## src/rtl/pwm_phase_gen_if.sv

```systemverilog
// Settings/status bundle between the channel's control source and pwm_phase_gen.
// With PWM_PHASE_GEN_POL_EN defined, the bundle also carries the pwm_pol_i polarity bit.
interface pwm_phase_gen_if #(
    parameter int PWM_CNT_WIDTH = 24
);
    logic                     pwm_en_i;
    logic [PWM_CNT_WIDTH-1:0] pwm_period_i;
    logic [PWM_CNT_WIDTH-1:0] pwm_duty_i;
    logic [PWM_CNT_WIDTH-1:0] phase_static_i;
    logic                     phase_sel_i;
    logic [PWM_CNT_WIDTH-1:0] phase_fsm_i;
`ifdef PWM_PHASE_GEN_POL_EN
    logic                     pwm_pol_i;
`endif
    logic                     pwm_sig_o;
    logic [PWM_CNT_WIDTH-1:0] pwm_cnt_o;
    logic                     pwm_wrap_o;
    logic                     pwm_upd_o;

`ifdef PWM_PHASE_GEN_POL_EN
    modport master (
        output pwm_en_i, pwm_period_i, pwm_duty_i, phase_static_i, phase_sel_i, phase_fsm_i,
        output pwm_pol_i,
        input  pwm_sig_o, pwm_cnt_o, pwm_wrap_o, pwm_upd_o
    );
    modport slave (
        input  pwm_en_i, pwm_period_i, pwm_duty_i, phase_static_i, phase_sel_i, phase_fsm_i,
        input  pwm_pol_i,
        output pwm_sig_o, pwm_cnt_o, pwm_wrap_o, pwm_upd_o
    );
`else
    modport master (
        output pwm_en_i, pwm_period_i, pwm_duty_i, phase_static_i, phase_sel_i, phase_fsm_i,
        input  pwm_sig_o, pwm_cnt_o, pwm_wrap_o, pwm_upd_o
    );
    modport slave (
        input  pwm_en_i, pwm_period_i, pwm_duty_i, phase_static_i, phase_sel_i, phase_fsm_i,
        output pwm_sig_o, pwm_cnt_o, pwm_wrap_o, pwm_upd_o
    );
`endif
endinterface

```

## src/rtl/pwm_phase_gen.sv

```systemverilog
// Single-channel phase-offset PWM generator; all settings are shadowed and applied at period wrap.
// Optional output polarity: define PWM_PHASE_GEN_POL_EN.
module pwm_phase_gen #(
    parameter int PWM_CNT_WIDTH = 24
) (
    input  logic           axi_clk,
    input  logic           axi_rstn,
    pwm_phase_gen_if.slave pwm_if
);
    localparam int W = PWM_CNT_WIDTH;

    typedef enum logic {
        ST_DIS = 1'b0,
        ST_RUN = 1'b1
    } state_t;

    state_t         state_q, state_d;
    logic [W-1:0]   cnt_q, cnt_d;
    logic [W-1:0]   sh_period_q, sh_period_d;
    logic [W-1:0]   sh_duty_q, sh_duty_d;
    logic [W-1:0]   sh_phase_q, sh_phase_d;
    logic           sig_q, sig_d;
    logic           upd_q, upd_d;

    logic           load;
    logic           wrap;
    logic [W-1:0]   phase_mux;
    logic [W-1:0]   phase_clamped;
    logic [W:0]     rel_raw;
    logic [W:0]     rel;
    logic           in_window;
    logic           cmp_out;
    logic           pol_in;
    logic           pol_cur;

`ifdef PWM_PHASE_GEN_POL_EN
    logic           sh_pol_q, sh_pol_d;

    assign pol_in  = pwm_if.pwm_pol_i;
    assign pol_cur = sh_pol_q;
`else
    assign pol_in  = 1'b0;
    assign pol_cur = 1'b0;
`endif

    // Phase source is picked here but only reaches the shadow set at a load edge.
    assign phase_mux     = pwm_if.phase_sel_i ? pwm_if.phase_fsm_i : pwm_if.phase_static_i;
    assign phase_clamped = (phase_mux > pwm_if.pwm_period_i) ? pwm_if.pwm_period_i : phase_mux;

    assign wrap = (state_q == ST_RUN) && (cnt_q == sh_period_q);

    // Position inside the phase-shifted window, folded back into 0..period when it goes negative.
    always_comb begin
        rel_raw = {1'b0, cnt_q} - {1'b0, sh_phase_q};
        rel     = rel_raw;
        if (rel_raw[W]) begin
            rel = rel_raw + {1'b0, sh_period_q} + (W+1)'(1);
        end
    end

    assign in_window = (rel < {1'b0, sh_duty_q});
    assign cmp_out   = in_window ^ pol_cur;

    always_comb begin
        state_d     = state_q;
        cnt_d       = cnt_q;
        sh_period_d = sh_period_q;
        sh_duty_d   = sh_duty_q;
        sh_phase_d  = sh_phase_q;
        sig_d       = sig_q;
        upd_d       = 1'b0;
        load        = 1'b0;
`ifdef PWM_PHASE_GEN_POL_EN
        sh_pol_d    = sh_pol_q;
`endif

        case (state_q)
            ST_DIS: begin
                cnt_d = '0;
                sig_d = pol_cur;
                if (pwm_if.pwm_en_i) begin
                    load    = 1'b1;
                    state_d = ST_RUN;
                    sig_d   = pol_in;
                end
            end
            ST_RUN: begin
                if (!pwm_if.pwm_en_i) begin
                    // Disable beats a coincident wrap: no reload, no update pulse.
                    state_d = ST_DIS;
                    cnt_d   = '0;
                    sig_d   = pol_cur;
                end else begin
                    sig_d = cmp_out;
                    if (wrap) begin
                        cnt_d = '0;
                        load  = 1'b1;
                    end else begin
                        cnt_d = cnt_q + W'(1);
                    end
                end
            end
            default: begin
                state_d = ST_DIS;
                cnt_d   = '0;
                sig_d   = 1'b0;
            end
        endcase

        if (load) begin
            sh_period_d = pwm_if.pwm_period_i;
            sh_duty_d   = pwm_if.pwm_duty_i;
            sh_phase_d  = phase_clamped;
            upd_d       = 1'b1;
`ifdef PWM_PHASE_GEN_POL_EN
            sh_pol_d    = pol_in;
`endif
        end
    end

    always_ff @(posedge axi_clk or negedge axi_rstn) begin
        if (!axi_rstn) begin
            state_q     <= ST_DIS;
            cnt_q       <= '0;
            sh_period_q <= '0;
            sh_duty_q   <= '0;
            sh_phase_q  <= '0;
            sig_q       <= 1'b0;
            upd_q       <= 1'b0;
        end else begin
            state_q     <= state_d;
            cnt_q       <= cnt_d;
            sh_period_q <= sh_period_d;
            sh_duty_q   <= sh_duty_d;
            sh_phase_q  <= sh_phase_d;
            sig_q       <= sig_d;
            upd_q       <= upd_d;
        end
    end

`ifdef PWM_PHASE_GEN_POL_EN
    always_ff @(posedge axi_clk or negedge axi_rstn) begin
        if (!axi_rstn) begin
            sh_pol_q <= 1'b0;
        end else begin
            sh_pol_q <= sh_pol_d;
        end
    end
`endif

    assign pwm_if.pwm_sig_o  = sig_q;
    assign pwm_if.pwm_cnt_o  = cnt_q;
    assign pwm_if.pwm_wrap_o = wrap;
    assign pwm_if.pwm_upd_o  = upd_q;

endmodule

```

## src/flat_wrapper.sv

```systemverilog
// flat-port wrapper written by rule: the top's interface ports become plain ports
module pwm_phase_gen_flat 
#(
    parameter int PWM_CNT_WIDTH = 24
)
  (axi_clk, axi_rstn, pwm_if_pwm_en_i, pwm_if_pwm_period_i, pwm_if_pwm_duty_i, pwm_if_phase_static_i, pwm_if_phase_sel_i, pwm_if_phase_fsm_i, pwm_if_pwm_sig_o, pwm_if_pwm_cnt_o, pwm_if_pwm_wrap_o, pwm_if_pwm_upd_o);
  pwm_phase_gen_if #(.PWM_CNT_WIDTH(PWM_CNT_WIDTH)) pwm_if_i ();
  input  logic axi_clk;
  input  logic axi_rstn;
  input wire logic [$bits(pwm_if_i.pwm_en_i)-1:0] pwm_if_pwm_en_i;
  input wire logic [$bits(pwm_if_i.pwm_period_i)-1:0] pwm_if_pwm_period_i;
  input wire logic [$bits(pwm_if_i.pwm_duty_i)-1:0] pwm_if_pwm_duty_i;
  input wire logic [$bits(pwm_if_i.phase_static_i)-1:0] pwm_if_phase_static_i;
  input wire logic [$bits(pwm_if_i.phase_sel_i)-1:0] pwm_if_phase_sel_i;
  input wire logic [$bits(pwm_if_i.phase_fsm_i)-1:0] pwm_if_phase_fsm_i;
  output wire logic [$bits(pwm_if_i.pwm_sig_o)-1:0] pwm_if_pwm_sig_o;
  output wire logic [$bits(pwm_if_i.pwm_cnt_o)-1:0] pwm_if_pwm_cnt_o;
  output wire logic [$bits(pwm_if_i.pwm_wrap_o)-1:0] pwm_if_pwm_wrap_o;
  output wire logic [$bits(pwm_if_i.pwm_upd_o)-1:0] pwm_if_pwm_upd_o;
  assign pwm_if_i.pwm_en_i = pwm_if_pwm_en_i;
  assign pwm_if_i.pwm_period_i = pwm_if_pwm_period_i;
  assign pwm_if_i.pwm_duty_i = pwm_if_pwm_duty_i;
  assign pwm_if_i.phase_static_i = pwm_if_phase_static_i;
  assign pwm_if_i.phase_sel_i = pwm_if_phase_sel_i;
  assign pwm_if_i.phase_fsm_i = pwm_if_phase_fsm_i;
  assign pwm_if_pwm_sig_o = pwm_if_i.pwm_sig_o;
  assign pwm_if_pwm_cnt_o = pwm_if_i.pwm_cnt_o;
  assign pwm_if_pwm_wrap_o = pwm_if_i.pwm_wrap_o;
  assign pwm_if_pwm_upd_o = pwm_if_i.pwm_upd_o;
  pwm_phase_gen #(.PWM_CNT_WIDTH(PWM_CNT_WIDTH)) u_core (.axi_clk(axi_clk), .axi_rstn(axi_rstn), .pwm_if(pwm_if_i));
endmodule
```

## config.mk

```make
export PLATFORM = sky130hd
export DESIGN_NAME = pwm_phase_gen_flat
export DESIGN_NICKNAME = d
export VERILOG_FILES = /design/src/rtl/pwm_phase_gen_if.sv /design/src/rtl/pwm_phase_gen.sv /design/src/flat_wrapper.sv
export SDC_FILE = /design/constraint.sdc
export NUM_CORES = 1
export LEC_CHECK = 0
export CAP_MARGIN = 10
export CORE_MARGIN = 3
export CORE_UTILIZATION = 57
export CTS_BUF_LIST = sky130_fd_sc_hd__clkbuf_2 sky130_fd_sc_hd__clkbuf_4 sky130_fd_sc_hd__clkbuf_8
export DETAILED_ROUTE_END_ITERATION = 8
export GPL_TIMING_DRIVEN = 1
export PLACE_DENSITY_LB_ADDON = 0.05
export SKIP_CTS_REPAIR_TIMING = 1
export SLEW_MARGIN = 20
export SYNTH_ARGS = -nofsm -noshare
export SYNTH_HDL_FRONTEND = slang
export SYNTH_SLANG_ARGS = --single-unit
```

## constraint.sdc

```tcl
create_clock -name axi_clk -period 6.45 [get_ports axi_clk]
set_clock_uncertainty 0.2 [all_clocks]
set_input_delay 1.29 -clock axi_clk [delete_from_list [all_inputs] [get_ports axi_clk]]
set_output_delay 1.29 -clock axi_clk [all_outputs]
set_load 0.005 [all_outputs]
```

Word-level counts from Yosys, hierarchy flattened

Cells that the tools add are included.

Register bits after elaboration: 99
Latch bits: 0
RAM bits: 0
Memory bits (read-only): 0
Input bits: 100
Output and inout bits: 27
Logic and storage cells: 29
Memories: 0

Add/subtract/negate cells: 4
Multiply operators: 0
Div/mod/pow operators: 0
Order comparisons: 2
Equal/unequal tests: 1
Shift operators: 0
Multiplexer cells: 13
Bitwise logic cells: 1
Reductions and logical operators: 1

Operators by type and width:

| cell                    | number |
|---|---|
| $mux W24                | 4 |
| $pmux W24 S2            | 1 |
| $add A25 B1 Y25 const B | 1 |
| $add A25 B24 Y25        | 1 |
| $lt A25 B24 Y1          | 1 |
| $mux W25                | 1 |
| $sub A24 B24 Y25        | 1 |
| $add A24 B1 Y24 const B | 1 |
| $eq A24 B24 Y1          | 1 |
| $gt A24 B24 Y1          | 1 |
| $mux W1                 | 5 |
| $pmux W1 S2             | 2 |
| $logic_and A1 B1 Y1     | 1 |
| $not A1 Y1              | 1 |

Longest topological paths before layout

Depth in word-level cells: 7
Depth in mapped cells: 26
Depth with buffers taken out: 26

Worst setup path before layout

Ideal clock, no wire load.

Kind: register to register
From: register u_core.cnt_q[0], in the netlist u_core.pwm_if.pwm_cnt_o[0]
To: register u_core.sig_q, in the netlist u_core.pwm_if.pwm_sig_o
Library setup time: 82 ps
Data arrival time: 5,123 ps
Path slack: 1,045 ps
Stages on the path, launching flop included: 26
Clock period less this slack: 5,405 ps
Cell sequence: dfrtp_1 > inv_1 > ha_1 > fa_1 > and2b_1 > o2111ai_1 > a32o_1 > o21a_1 > o21bai_1 > a21boi_0 > xnor2_1 > ha_1 > clkbuf_1 > and4_1 > a221o_1 > a31oi_1 > o21ai_0 > mux2i_1 > mux2_2 > ha_1 > a21o_1 > a211oi_1 > o211ai_1 > a31oi_1 > o211ai_1 > a31oi_1

Word-level cells in the longest chain between the ends: 7

Ends and longest elaborated chain:

| element                | line                 | RTL |
|---|---|---|
| from (decl)            | pwm_phase_gen.sv:18  | `logic [W-1:0] cnt_q, cnt_d;` |
| from (signal assigned) | pwm_phase_gen.sv:132 | `cnt_q <= cnt_d;` |
| $sub A24 B24 Y25 *     | pwm_phase_gen.sv:54  | `rel_raw = {1'b0, cnt_q} - {1'b0, sh_phase_q};` |
| $add A25 B24 Y25       | pwm_phase_gen.sv:57  | `rel = rel_raw + {1'b0, sh_period_q} + (W+1)'(1);` |
| $add A25 B1 Y25        | pwm_phase_gen.sv:57  |  |
| $mux W25 *             | pwm_phase_gen.sv:56  | `if (rel_raw[W]) begin` |
| $lt A25 B24 Y1 *       | pwm_phase_gen.sv:61  | `assign in_window = (rel < {1'b0, sh_duty_q});` |
| $mux W1 *              | pwm_phase_gen.sv:88  | `if (!pwm_if.pwm_en_i) begin` |
| $pmux W1 S2 *          | pwm_phase_gen.sv:77  | `case (state_q)` |
| net u_core.sig_d       | pwm_phase_gen.sv:22  | `logic sig_q, sig_d;` |
| to (signal assigned)   | pwm_phase_gen.sv:136 | `sig_q <= sig_d;` |
| to (decl)              | pwm_phase_gen.sv:22  |  |

The timed path passes the listed nets; every way through them passes the cells marked *.
A chain may end at the register's enable or synchronous reset.

Final worst setup path

Same ends and word-level chain as after synthesis.

==> results.json <==
{
  "pre_cts_ws_ns": 0.584,
  "ys_seq_elements": 99,
  "ys.warnings.count": 0,
  "drc": 0,
  "core_area_sq_um": 14200,
  "fin_setup_tns_ns": 0,
  "gr-total-overflow": 0,
  "routed-via-count": 7316,
  "cts_buffer_depth": 2,
  "p_leak_uw": 0.00474,
  "die_x_um": 128,
  "layout.nets": 1302,
  "die_area_sq_um": 16400,
  "cpMaxStageDelayCell": "dfrtp_2",
  "area_growth_pct": 18.4,
  "critPathMaxFanout": 8,
  "wl_met2_um": 9050,
  "num_rows": 43,
  "worstMarginPinSlew_ns": 0.796,
  "clk_pin_slew_worst_paths_ns": 0.11,
  "grt_first_pass_wirelength_um": 35400,
  "worstHoldStart": "u_core.sh_phase_q[16]",
  "first_iter_violations": 418,
  "gp_congestion": 0.937,
  "grt_pass1_vias": 7266,
  "highest_layer": "met4",
  "worstSetupStartpoint": "u_core.pwm_if.pwm_cnt_o[0]",
  "dpl-instance-area_sq_um": 9860,
  "ys.flop_type": "dfrtp_1",
  "worstHoldPathType": "reg2reg",
  "cts_max_level": 3,
  "slew_headroom_pct": 46.9,
  "track_usage_pct": 26.7,
  "peakVddDrop_uv": 141,
  "viasPerCell": 5.69,
  "rrSetupSlack_ns": 0.65,
  "rsz0062_at_grt": "no",
  "drv_cap": 0,
  "drt-pass1-iter-count": 5,
  "syn_inst": 993,
  "post-route-util_pct": 70.8,
  "end_kind": "register",
  "io_buffers": 126,
  "finalWirelength_um": 21200,
  "cts_tree": "done",
  "wl_met3_um": 1410,
  "avgSynthCellArea_sq_um": 8.55,
  "cp_num_buf_inv": 1,
  "ant_nets": 0,
  "synth_seq_area_share_pct": 29.2,
  "crit_path_cell_trace": "inv_1 -> ha_1 -> fa_1 -> and2b_1 -> o2111ai_1 -> a32o_1 -> o21a_1 -> o21bai_1 -> a21boi_0 -> xnor2_1 -> ha_1 -> and4_1 -> a221o_1 -> a31oi_1 -> o21ai_0 -> mux2i_1 -> mux2_2 -> ha_1 -> a21o_1 -> a211oi_1 -> o211ai_1 -> a31oi_1 -> o211ai_1 -> a31oi_1",
  "wl_met1_um": 10000,
  "arrival_ns": 5.91,
  "dieHeight_um": 128,
  "cts_sinks": 99,
  "synth_cell_types": 56,
  "synth_top_area_share_pct": 29.2,
  "cts_buffers": 9,
  "reg2reg_from": "u_core.pwm_if.pwm_cnt_o[0]",
  "crit_type": "reg2reg",
  "io_pins": 127,
  "slowest_delay_ns": 0.45,
  "finalInstanceArea_sq_um": 10100,
  "synth_most_common_cell": "nand2_1",
  "drive_gt1_share_pct": 6.43,
  "clock_latency_ns": 0.38,
  "antenna_cells": 0,
  "synth_edf_count": 0,
  "worst_slack_ns": 0.655,
  "syn_area_sq_um": 8490,
  "dp_hpwl_um": 16900,
  "synthTopCellsByArea": "dfrtp_1 (29%), ha_1 (15%), o21ai_0 (6.2%), nand2_1 (5.4%), xor2_1 (5.0%)",
  "grt_max_degree": 97,
  "run_status": "complete, no violations",
  "antenna_found_initial": 0,
  "setup-violations-final": 0,
  "hold_viol_final": 0,
  "syn-num-nets": 1195,
  "period_needed_ns": 5.80,
  "cp.required_ns": 6.57,
  "initial_core_util_pct": 59.8,
  "synth_commonest_cells": "nand2_1 (122), o21ai_0 (105), ha_1 (100), dfrtp_1 (99), inv_1 (86)",
  "max_freq_ghz": 0.173,
  "pwr_density_cell_nw_per_um2": 236,
  "cts_root_buf": "clkbuf_8",
  "async_flop_share_pct": 100,
  "crit_family": "compound AO/OA/AOI/OAI gates",
  "fin_crit_sh_pct": 89.8,
  "wl_per_cell_um": 16.5,
  "yosysTopAreaCell": "dfrtp_1",
  "slew_viol_final": 0,
  "cp-start-kind": "register"
}
## final timing paths
check	to	depth (start not counted)
min	u_core.sh_phase_q[16]	2
min in group asynchronous	u_core.sh_duty_q[12]	1
max	u_core.pwm_if.pwm_sig_o	24
max in group asynchronous	u_core.pwm_if.pwm_cnt_o[19]	2
min reg2reg	u_core.sh_phase_q[16]	2
max reg2reg	u_core.pwm_if.pwm_sig_o	24
## logic make-up after synthesis
family | Yosys count | synth area share (%)
mux | 58 | 7.31
buf+inv | 121 | 5.76
xor+xnor | 82 | 8.46
flops | 99 | 29.2
simple gates | 271 | 14.7
compound gates | 260 | 19.3
fa+ha+maj | 102 | 15.2
## cell usage in the layout, fill, tap and decap left out, drive strengths merged, types with 4 or more instances in the layout
cell type      instances
nor3                  11
ha                   100
or3                    4
o211ai                 9
and2                   5
a31oi                  8
a211oi                 7
buf                    6
nand2                123
a21o                  29
inv                   89
nor2b                  4
dfrtp                 99
o21bai                 5
or2                    8
nor4                  10
xor2                  48
nor2                  48
mux2                  32
a21oi                 48
mux2i                 26
o21ai                109
o21a                  16
nand3                 14
o31ai                  6
nand4                 28
clkbuf                10
xnor2                 34
nand2b                 5
clkdlybuf4s50        125
and3                   5
## per-layer routing
metal	track usage [%]	vias to the layer above
met5	0	-
met4	9.99	0
met3	4.21	42
met2	40.5	248
met1	38.3	3316
li1	-	3710
## worst reg2reg max path: stages, from the launching register on
cell	delay, ns
dfrtp_2	0.45
inv_1	0.07
ha_1	0.22
fa_1	0.41
and2b_1	0.24
o2111ai_1	0.13
a32o_1	0.29
o21a_1	0.22
o21bai_1	0.21
a21boi_0	0.14
xnor2_1	0.16
ha_1	0.39
and4_1	0.25
a221o_1	0.28
a31oi_1	0.23
o21ai_0	0.16
mux2i_1	0.13
mux2_2	0.26
ha_1	0.29
a21o_1	0.16
a211oi_1	0.25
o211ai_1	0.12
a31oi_1	0.15
o211ai_1	0.11
a31oi_1	0.17
## where the power goes
group	internal (uW)	switching, uW	total, uW
sequential	686	56.7	743
clock	153	249	403
combinational	573	651	1220
total	1410	957	2370
## flip-flops by register name, indices dropped and copies added (netlist names)
name / flops
u_core.pwm_if.pwm_cnt_o: 24
u_core.sh_duty_q: 24
u_core.sh_period_q: 24
u_core.sh_phase_q: 24
u_core.pwm_if.pwm_sig_o: 1
u_core.pwm_if.pwm_upd_o: 1
u_core.state_q: 1
## stage by stage
stage	std cells	total power (uW)	hold WS, ns
after global placement	1269	1940	0.261
after CTS	1285	2370	0.295
after detailed placement	1269	1970	0.272
after floorplan	993	1640	0.240
after global routing	1285	2570	0.307
final	1285	2370	0.287
## layout make-up
| cell class | count | area, sq um |
|---|---|---|
| sequential | 99 | 2480 |
| timing repair buffer | 131 | 1300 |
| tap | 180 | 225 |
| clock buffer | 10 | 131 |
| clock inverter | 6 | 56.3 |
| multi-input combinational | 773 | 5540 |
| inverter | 86 | 323 |
| fill | 1201 | 4150 |
Power figures use the tool's default switching activity.
